===== src/rtl/cc_line_fill_engine.sv =====
// Cache line fill engine: pops miss addresses, gathers an AXI R burst (critical word
// first) into a line buffer and issues one SRAM write of {valid,tag} plus line data.
module cc_line_fill_engine #(
    parameter int ADDR_W     = 32,
    parameter int BEAT_W     = 64,
    parameter int LINE_BEATS = 8,
    parameter int INDEX_W    = 9,
    localparam int LINE_W    = LINE_BEATS * BEAT_W,
    localparam int PTR_W     = $clog2(LINE_BEATS),
    localparam int BOFS_W    = $clog2(BEAT_W / 8),
    localparam int OFS_W     = PTR_W + BOFS_W,
    localparam int TAG_W     = ADDR_W - INDEX_W - OFS_W
) (
    input  logic                clk,
    input  logic                rst_n,
    input  logic [BEAT_W-1:0]   mem_rdata_i,
    input  logic [1:0]          mem_rresp_i,
    input  logic                mem_rlast_i,
    input  logic                mem_rvalid_i,
    output logic                mem_rready_o,
    input  logic                miss_addr_fifo_empty_i,
    input  logic [ADDR_W-1:0]   miss_addr_fifo_rdata_i,
    output logic                miss_addr_fifo_rden_o,
    output logic                wren_o,
    output logic [INDEX_W-1:0]  waddr_o,
    output logic [TAG_W:0]      wdata_tag_o,
    output logic [LINE_W-1:0]   wdata_data_o,
    output logic                fill_done_o,
    output logic                fill_err_o
);

    typedef enum logic [1:0] {IDLE, FILL, DRAIN, WRITE} state_t;

    state_t             state_reg, state_next;
    logic [ADDR_W-1:0]  addr_reg, addr_next;
    logic [PTR_W-1:0]   start_ptr_reg, start_ptr_next;
    logic [PTR_W-1:0]   count_reg, count_next;
    logic               err_reg, err_next;
    logic [LINE_W-1:0]  line_reg, line_next;
    logic               rready_reg, rden_reg, wren_reg, done_reg, ferr_reg;
    logic               rready_next, rden_next, wren_next, done_next, ferr_next;
    logic [INDEX_W-1:0] waddr_reg;
    logic [TAG_W:0]     wtag_reg;
    logic [LINE_W-1:0]  wdata_reg;

    logic               beat_acc;
    logic               fill_we;
    logic [PTR_W-1:0]   slot_sel;
    logic               go_write;

    assign beat_acc = mem_rvalid_i & rready_reg;
    assign fill_we  = (state_reg == FILL) & beat_acc;
    assign slot_sel = start_ptr_reg + count_reg;

    // rresp[0] (exclusive-okay) and the in-beat byte offset carry no meaning here
    logic unused_ok;
    assign unused_ok = ^{mem_rresp_i[0], addr_reg[BOFS_W-1:0]};

    // Slot k lives at the top end of the line; beats land wrapped from start_ptr
    genvar gi;
    generate
        for (gi = 0; gi < LINE_BEATS; gi++) begin : g_slot
            localparam int HI = LINE_W - 1 - gi * BEAT_W;
            assign line_next[HI -: BEAT_W] = (fill_we && slot_sel == PTR_W'(gi)) ?
                                             mem_rdata_i : line_reg[HI -: BEAT_W];
        end
    endgenerate

    always_comb begin
        state_next     = state_reg;
        addr_next      = addr_reg;
        start_ptr_next = start_ptr_reg;
        count_next     = count_reg;
        err_next       = err_reg;
        case (state_reg)
            IDLE: begin
                if (!miss_addr_fifo_empty_i) begin
                    addr_next      = miss_addr_fifo_rdata_i;
                    start_ptr_next = miss_addr_fifo_rdata_i[OFS_W-1:BOFS_W];
                    count_next     = '0;
                    err_next       = 1'b0;
                    state_next     = FILL;
                end
            end
            FILL: begin
                if (beat_acc) begin
                    count_next = count_reg + 1'b1;
                    if (mem_rresp_i[1]) err_next = 1'b1;
                    if (mem_rlast_i) begin
                        if (count_reg != PTR_W'(LINE_BEATS - 1)) err_next = 1'b1;
                        state_next = WRITE;
                    end else if (count_reg == PTR_W'(LINE_BEATS - 1)) begin
                        err_next   = 1'b1;
                        state_next = DRAIN;
                    end
                end
            end
            DRAIN: begin
                if (beat_acc) begin
                    if (mem_rresp_i[1]) err_next = 1'b1;
                    if (mem_rlast_i) state_next = WRITE;
                end
            end
            WRITE: begin
                state_next = IDLE;
            end
            default: state_next = IDLE;
        endcase
    end

    // Outputs are precomputed from the next state so they are all register-driven
    always_comb begin
        go_write    = (state_reg != WRITE) && (state_next == WRITE);
        rready_next = (state_next == FILL) || (state_next == DRAIN);
        rden_next   = go_write;
        wren_next   = go_write & ~err_next;
        done_next   = go_write & ~err_next;
        ferr_next   = go_write & err_next;
    end

    always_ff @(posedge clk) begin
        if (!rst_n) begin
            state_reg     <= IDLE;
            addr_reg      <= '0;
            start_ptr_reg <= '0;
            count_reg     <= '0;
            err_reg       <= 1'b0;
            rready_reg    <= 1'b0;
            rden_reg      <= 1'b0;
            wren_reg      <= 1'b0;
            done_reg      <= 1'b0;
            ferr_reg      <= 1'b0;
            waddr_reg     <= '0;
            wtag_reg      <= '0;
            wdata_reg     <= '0;
        end else begin
            state_reg     <= state_next;
            addr_reg      <= addr_next;
            start_ptr_reg <= start_ptr_next;
            count_reg     <= count_next;
            err_reg       <= err_next;
            rready_reg    <= rready_next;
            rden_reg      <= rden_next;
            wren_reg      <= wren_next;
            done_reg      <= done_next;
            ferr_reg      <= ferr_next;
            if (wren_next) begin
                waddr_reg <= addr_reg[OFS_W +: INDEX_W];
                wtag_reg  <= {1'b1, addr_reg[ADDR_W-1 -: TAG_W]};
                wdata_reg <= line_next;
            end
        end
    end

    // Line buffer contents are don't-care between fills, so it carries no reset
    always_ff @(posedge clk) begin
        line_reg <= line_next;
    end

    assign mem_rready_o          = rready_reg;
    assign miss_addr_fifo_rden_o = rden_reg;
    assign wren_o                = wren_reg;
    assign waddr_o               = waddr_reg;
    assign wdata_tag_o           = wtag_reg;
    assign wdata_data_o          = wdata_reg;
    assign fill_done_o           = done_reg;
    assign fill_err_o            = ferr_reg;

endmodule


===== config.mk =====
export PLATFORM = sky130hd
export DESIGN_NAME = cc_line_fill_engine
export DESIGN_NICKNAME = d
export VERILOG_FILES = /design/src/rtl/cc_line_fill_engine.sv
export SDC_FILE = /design/constraint.sdc
export NUM_CORES = 1
export LEC_CHECK = 0
export ABC_AREA = 1
export BUFFER_PORTS_ARGS = -buffer_cell sky130_fd_sc_hd__buf_2
export CORE_MARGIN = 10
export CORE_UTILIZATION = 23
export CTS_CLUSTER_SIZE = 24
export DETAILED_ROUTE_END_ITERATION = 10
export PLACE_DENSITY_LB_ADDON = 0.08
export SLEW_MARGIN = 30
export SYNTH_ARGS = -nofsm -noshare
export SYNTH_HDL_FRONTEND = slang
export SYNTH_SLANG_ARGS = --single-unit

===== constraint.sdc =====
create_clock -name clk -period 2.15 [get_ports clk]
set_clock_uncertainty 0.15 [all_clocks]
set_input_delay 0 -clock clk [delete_from_list [all_inputs] [get_ports clk]]
set_output_delay 0 -clock clk [all_outputs]
set_load 0.005 [all_outputs]

; Yosys cells after proc, flatten, opt, wreduce, memory -nomap -nowiden
; Cells that the tools add are included.
[word_totals]
register_bits = 1096
latchBits = 0
ramBits = 0
rom_bits = 0
in_bits = 103
out_inout_bits = 544
wordCells = 80
mem_count = 0
[classes]
add_sub_neg = 2
mul = 0
div_mod_pow = 0
magnitude_cmp = 0
eq_ne = 18
shifts = 0
n_mux = 26
bitwise_logic = 6
n_reduce_logical = 15
[op_table]
columns = operator, n
row1 = two-way mux 64 bit, 8
row2 = == test 3 bit (second input constant), 5
row3 = two-way mux 2 bit, 6
row4 = logical AND 1 bit, 9
row5 = == test 2 bit (second input constant), 4
row6 = one-hot mux 2 bit (4 select lines), 1
row7 = two-way mux 1 bit, 7
row8 = == test 3 x 2 -> 1 bit (second input constant), 2
row9 = two-way mux 3 bit, 2
row10 = != test 2 bit (second input constant), 3
row11 = one-hot mux 3 bit (2 select lines), 1
row12 = AND 1 bit, 4
row13 = == test 2 x 1 -> 1 bit (second input constant), 2
row14 = adder 3 x 1 -> 3 bit (second input constant), 1
row15 = adder 3 bit, 1
row16 = == test 3 x 1 -> 1 bit (second input constant), 1
row17 = zero test 3 bit, 1
row18 = != test 3 bit (second input constant), 1
row19 = one-hot mux 1 bit (3 select lines), 1
row20 = AND reduction 3 bit, 1
row21 = zero test 2 bit, 1
row22 = inverter 1 bit, 2
row23 = AND reduction 2 bit, 1
row24 = nonzero test 2 bit, 1
row25 = logical OR 1 bit, 1

; Logic depth before layout (Yosys ltp)
; Gate-level depths: netlist of run 1.
[depth]
ltp_word = 8
ltp_mapped = 16

; Least setup slack after synthesis of run 1
; No wires, ideal clock.
[synth_timing]
kind = reg-to-reg
start = register count_reg[0]
end = register wdata_reg[200], in the netlist wdata_data_o[200]
setup_time_ns = 0.112
arrival_ns = 2.017
t_required_ns = 1.888
slack_ns = -0.128
stages_incl_launch_ff = 17
n_path_buf = 3
synth_period_minus_slack_ns = 2.278
cell_sequence = dfxtp_1 -> ha_1 -> ha_1 -> inv_1 -> o21ai_0 -> o311ai_0 -> nand2_1 -> inv_1 -> ha_1 -> nand2_1 -> inv_1 -> nand3_2 -> buf_6 -> buf_4 -> buf_2 -> nor2_1 -> nor2_1
[synth_between]
elab_chain_len = 8
word_cells_on_any_way = 19
cone_classes = add/sub (1) / eq/ne (4) / mux (10) / bitwise (2) / reduce/logical (2)
[synth_rtl]
columns = item, line_no
row1 = from (decl), 37  ; logic [PTR_W-1:0] count_reg, count_next;
row2 = from (signal assigned), 140  ; count_reg <= count_next;
row3 = == test 3 bit, 92  ; end else if (count_reg == PTR_W'(LINE_BEATS - 1)) begin
row4 = two-way mux 2 bit, 92
row5 = two-way mux 2 bit, 89  ; if (mem_rlast_i) begin
row6 = two-way mux 2 bit, 86  ; if (beat_acc) begin
row7 = one-hot mux 2 bit (4 select lines), 75  ; case (state_reg)
row8 = net state_next[0], 34  ; state_t state_reg, state_next;
row9 = == test 2 bit, 113  ; go_write = (state_reg != WRITE) && (state_next == WRITE);
row10 = logical AND 1 bit, 113
row11 = AND 1 bit, 116  ; wren_next = go_write & ~err_next;
row12 = to (signal assigned), 150  ; wdata_reg <= line_next;
row13 = to (decl), 44  ; logic [LINE_W-1:0] wdata_reg;
; The timed path passes the listed nets, and every way through them passes these cells.
; A chain may end at the register's enable or synchronous reset.

; Worst setup path after layout of run 1
[layout_timing]
start = register count_reg[0]
end = register wdata_reg[511], in the netlist wdata_data_o[511]
[layout_between]
word_cells_on_any_way = 19
cone_classes = add/sub (1) / eq/ne (3) / mux (10) / bitwise (2) / reduce/logical (3)
[layout_lines]
columns = item, line_no
row1 = adder 3 bit, 53  ; assign slot_sel = start_ptr_reg + count_reg;
row2 = zero test 3 bit, 64  ; assign line_next[HI -: BEAT_W] = (fill_we && slot_sel == PTR_W'(gi)) ?
row3 = logical AND 1 bit, 64
row4 = two-way mux 64 bit, 64
row5 = net line_next[511], 39  ; logic [LINE_W-1:0] line_reg, line_next;
; The timed path passes the listed nets, and every way through them passes these cells.

==> results of run 1 <==
==> cells in the mapped netlist (4+ instances only) <==
cell type and number:
nand2_1 1618, nor2_1 1136, dfxtp_1 1090, inv_1 619, o21ai_1 278, buf_2 185, o21ai_0 174, o21ai_2 92
clkbuf_1 84, buf_4 24, a21oi_1 6, inv_2 5, buf_1 4, ha_1 4
==> layout make-up <==
cell class | instances | share of cell area [%]
inverters | 625 | 4.32
multi-input cells | 3330 | 26.1
flip-flops and latches | 1090 | 40.2
clock inverters | 33 | 0.596
well taps | 2218 | 5.11
clock buffers | 207 | 7.62
repair buffers | 1047 | 16.1
diodes | 1 | 0.00461
==> placed cells by master (no fill, tap or decap), drive strengths merged, types with 3 or more instances in the layout <==
cell type / synthesis / routed
buf: 216 / 884
a21oi: 6 / 6
clkinv: 1 / 25
dlygate4sd3: 0 / 129
inv: 624 / 628
nor3: 3 / 3
ha: 4 / 4
nand3: 4 / 4
nand2: 1621 / 1622
nor2: 1140 / 1140
clkbuf: 84 / 241
bufinv: 0 / 4
dfxtp: 1090 / 1090
o21ai: 544 / 544
==> metal layers <==
metal	vias up	routed length (um)	GRT usage, %
li1	17800	-	-
met1	15100	69200	18.8
met2	473	80100	27.9
met3	155	5210	2.85
met4	0	2700	3.91
met5	-	0	0
==> through the flow <==
step | power, W | TNS (ns) | instance area (um2) | hold slack, ns
finish | 0.0521 | -220.58 | 54300 | 0.0950
global route | 0.0548 | -363.79 | 54300 | 0.0806
CTS | 0.0527 | -272.41 | 52600 | 0.0133
detailed placement | 0.0289 | -294.24 | 46100 | 0.0805
global placement | 0.0288 | -305.73 | 46100 | 0.0742
floorplan | 0.0271 | -0.982 | 39600 | -0.0151
==> power breakdown <==
part | internal (W) | leakage [nW] | switching [W] | total [W]
Combinational | 0.00226 | 16.8 | 0.00325 | 0.00550
Sequential | 0.0227 | 8.88 | 0.000793 | 0.0235
Clock | 0.0137 | 2.21 | 0.00931 | 0.0231
Total | 0.0387 | 27.9 | 0.0134 | 0.0521
==> logic make-up (layout without fill, tap and decap cells) <==
group           count (synthesis)  after routing  share of synthesized area (%)
simple gates                 2770           2771                           26.6
flops                        1090           1090                           55.5
buf+inv                       925           1912                           9.71
compound gates                554            554                           7.96
fa+ha+maj                       5              5                          0.178
other cells                     0              1                              0
==> worst reg2reg max path, delay by kind of cell (launching register included) <==
| kind | cells | cell delay (ns) |
|---|---|---|
| AND/OR/NAND/NOR | 6 | 0.57 |
| flip-flops | 1 | 0.38 |
| adder cells (fa/ha/maj) | 2 | 0.74 |
| buffers and inverters | 4 | 0.45 |
| AO/OA/AOI/OAI | 1 | 0.18 |
==> path summary, 6_finish.rpt <==
kind                   start                end  depth (start not counted)
min reg2reg    line_reg[369]      line_reg[369]                          2
min          mem_rdata_i[63]      line_reg[511]                          4
max             count_reg[0]  wdata_data_o[511]                         13
max reg2reg     count_reg[0]  wdata_data_o[511]                         13
==> repair_timing <==
action | in CTS | in global routing
setup buffers | 16 | 20
hold buffers | 129 | 0
pin swaps | 27 | 96
resized for setup | 69 | 195
endpoints found under the hold margin | 1090 | 0
gates cloned | 12 | 41
setup endpoints to repair | 1051 | 1051
==> out/qor.yml, run 1 <==
cells_and_area:
  layout.cells.non_filler: 8551
  nNetsFinal: 6340
  multiInputGateArea_um2: 14200
  seq_area_um2: 21800
  fillCellCount: 18300
  final_layout_size_suffix_gt1_share_pct: 21.4
  fin_util_pct: 32.0
  syn_to_final_growth_pct: 38.3
route:
  ant_nets: 0
  viasPerCell: 3.92
  num_vias: 33500
  drt_iter0_drc: 1834
  drt_pass1_iterations: 5
  drt-wirelength-per-cell_um: 18.4
  drc: 0
  wl_um: 157000
synthesis:
  yosys.area.top_type: "dfxtp_1"
  ys_ff_latch: 1090
  syn_area_per_cell_um2: 7.35
  synthCells: 5344
  ys_seq_area_share_pct: 55.5
  ys.flop_type: "dfxtp_1"
  yosys_warnings: 0
  synthesis.area_um2: 39300
  synth_top_cells_by_area: "dfxtp_1, nand2_1, nor2_1"
  synth_nets: 5452
  yosysUniqueCellTypes: 29
  synth.top_cell.area_share_pct: 55.5
  async_flop_share_pct: 0
  synth_edf_count: 0
floorplanning:
  dieArea_um2: 188000
  initial_utilization_pct: 23.2
  rows: 151
  ios: 647
  die_w_um: 433
  core-area_um2: 170000
  die_y_um: 433
sta:
  worstMarginPinSlew_ns: 0.739
  timing.slew.headroom_pct: 50.8
  rsz0062_at_grt: "yes"
  fin_crit_ns: 2.55
  fin_ws_ns: -0.396
  finalHoldViolations: 0
  slew_viol_final: 0
  timing.final.crit_share_pct: 118
  setup_viol_count_final: 1050
  maxClockFrequency_mhz: 393
power:
  cellPowerDensity_nw_per_um2: 958
  leakagePower_nw: 27.9
  ir_drop_v: 0.000761
setup_path:
  slowest_stage: "fa_2"
  worstPathRequired_ns: 2.66
  slowest_delay_ns: 0.61
  crit_path_end_kind: "flip-flop"
  crit_fanout: 6
  path_cells: "ha_4 -> inv_2 -> fa_2 -> nand2_2 -> nor2_4 -> nand2_8 -> buf_4 -> buf_12 -> buf_16 -> nand2_1 -> nand2_1 -> o21bai_2 -> nor2_1"
  crit_arrival_ns: 3.06
  worst-setup-path-type: "flip-flop to flip-flop"
  path_buf_inv: 4
  critPathTopFamily: "adder cells"
  r2r_slack_ns: -0.40
  start_kind: "flip-flop"
  crit_top_cell: "nand2_1"
placement:
  dp.cells: 8092
  place_worst_setup_slack_ns: -0.575
  dp_hpwl_um: 101000
  portBuffers: 642
  gp_congestion: 0.749
clocking:
  cts_root_buffer: "clkbuf_16"
  worstSkewPairLatency_ns: 0.77
  htreeDepth: 4
  clock-sinks: 1090
  clk_pin_slew_worst_paths_ns: 0.06
  clock_path_buffers: 3
  cts_buffers: 138
  cts_tree: "yes"
global_route:
  grt-ovfl-total: 0
  grt_pass1_vias: 32300
  grt_util_all_layers_pct: 15.5
  grt_max_degree: 129
  antenna_found_initial: 3
  grt_pass1_wl_um: 220000
min_path:
  hp-class: "input pin to flip-flop"
flow_run:
  drv_cap: 0
run_status:
  violations: "setup timing"
  status: "finished with violations"
Power figures use the tool's default switching activity.
==> inputs of run 2 (changes only) <==
- SETUP_SLACK_MARGIN: default -> 0.02
==> out/qor.yml, run 2 (same netlist as run 1, synthesis figures left out) <==
run_status:
  status: "finished with violations"
  violations: "setup timing"
power:
  ir_drop_v: 0.000690
  leakagePower_nw: 27.1
  cellPowerDensity_nw_per_um2: 995
clocking:
  cts_root_buffer: "clkbuf_16"
  cts_tree: "yes"
  clock-sinks: 1090
  clk_pin_slew_worst_paths_ns: 0.06
  clock_path_buffers: 3
  htreeDepth: 4
  worstSkewPairLatency_ns: 0.74
  cts_buffers: 139
min_path:
  hp-class: "input pin to flip-flop"
sta:
  setup_tns_ns: -187.63
  timing.slew.headroom_pct: 48.1
  finalHoldViolations: 0
  fin_ws_ns: -0.356
  worstMarginPinSlew_ns: 0.779
  slew_viol_final: 0
  maxClockFrequency_mhz: 399
  rsz0062_at_grt: "yes"
  timing.final.crit_share_pct: 117
  setup_viol_count_final: 994
  fin_crit_ns: 2.51
placement:
  dp_hpwl_um: 99300
  portBuffers: 642
  gp_congestion: 0.737
  place_worst_setup_slack_ns: -0.386
setup_path:
  crit_arrival_ns: 2.97
  worst-setup-path-type: "flip-flop to flip-flop"
  start_kind: "flip-flop"
  worstPathRequired_ns: 2.62
  crit_fanout: 16
  crit_path_end_kind: "flip-flop"
floorplanning:
  ios: 647
  initial_utilization_pct: 23.2
  core-area_um2: 170000
  die_y_um: 433
  dieArea_um2: 188000
  rows: 151
  die_w_um: 433
cells_and_area:
  fillCellCount: 18300
  final_layout_size_suffix_gt1_share_pct: 19.2
  syn_to_final_growth_pct: 34.0
  final_common_cell: "nand2_1"
  final_cell_mix: "nand2_1, nor2_1, dfxtp_1"
  seq_area_um2: 21800
  multiInputGateArea_um2: 13900
  fin_util_pct: 31.0
  nNetsFinal: 6260
route:
  viasPerCell: 3.93
  num_vias: 33300
  drc: 0
  drt_pass1_iterations: 7
  wl_um: 150000
  drt_iter0_drc: 1805
  ant_nets: 0
  drt-wirelength-per-cell_um: 17.7
global_route:
  grt_pass1_vias: 31800
  antenna_found_initial: 5
  grt-ovfl-total: 0
  grt_pass1_wl_um: 214000
  grt_max_degree: 116
  grt_util_all_layers_pct: 15.1
flow_run:
  drv_cap: 0
[run 2: path summary, 6_finish.rpt]
kind	from	end	slack, ns	depth (start not counted)
max	count_reg[0]	wdata_data_o[483]	-0.36	12
min	mem_rdata_i[63]	line_reg[511]	0.07	4
max reg2reg	count_reg[0]	wdata_data_o[483]	-0.36	12
min reg2reg	line_reg[265]	line_reg[265]	0.29	2
[run 2: metal layers]
layer  share of wire (%)  wire, um  vias to the layer above  track usage [%]
li1                    -         -                    17600                -
met1                  44     66200                    14900             18.4
met2                  49     73300                      544             26.4
met3                 3.8      5650                      200             2.93
met4                 3.2      4800                        0             5.15
met5                   0         0                        -                0
[run 2: critical path: stages (launching register included)]
cell       delay [ns]
dfxtp_2          0.34
ha_1             0.14
inv_1            0.05
fa_2             0.58
nand2_2          0.08
nor2_4           0.25
nand2_8          0.10
buf_12           0.16
clkbuf_16        0.20
nand2_1          0.07
o21ai_1          0.08
nor2_1           0.11
nor2_1           0.05
[run 2: cell type report]
class,instances,share of cell area [%]
antenna,2,0.00951
clock buffer,215,8.03
clock inverter,25,0.725
inverter,625,4.46
multi-input combinational,3329,26.4
sequential,1090,41.5
tap,2218,5.27
timing repair buffer,967,13.6
[run 2: what timing repair did]
action                                 in CTS  in global routing
pin swaps                                  22                 25
endpoints found under the hold margin    1090                  0
setup endpoints to repair                1049               1053
gates resized for setup                    27                 62
cloned                                      2                 16
setup buffers                              13                 10
hold buffers                              127                  0
[run 2: through the flow]
stage,instances,total power [W],hold slack [ns],instance area (um2)
3_5_place_dp,8061,0.0289,0.0783,45800
4_1_cts,8443,0.0532,0.0369,52000
6_report,8471,0.0523,0.0661,52600
5_1_grt,8471,0.0551,0.0473,52600
2_1_floorplan,5344,0.0271,-0.0151,39700
3_3_place_gp,8061,0.0288,0.0737,45800
[run 2: report_power, final]
| part | switching (W) | internal, W | total (W) | leakage (nW) |
|---|---|---|---|---|
| combinational | 0.00312 | 0.00212 | 0.00525 | 16.0 |
| clock | 0.00918 | 0.0144 | 0.0236 | 2.26 |
| sequential | 0.000781 | 0.0227 | 0.0235 | 8.87 |
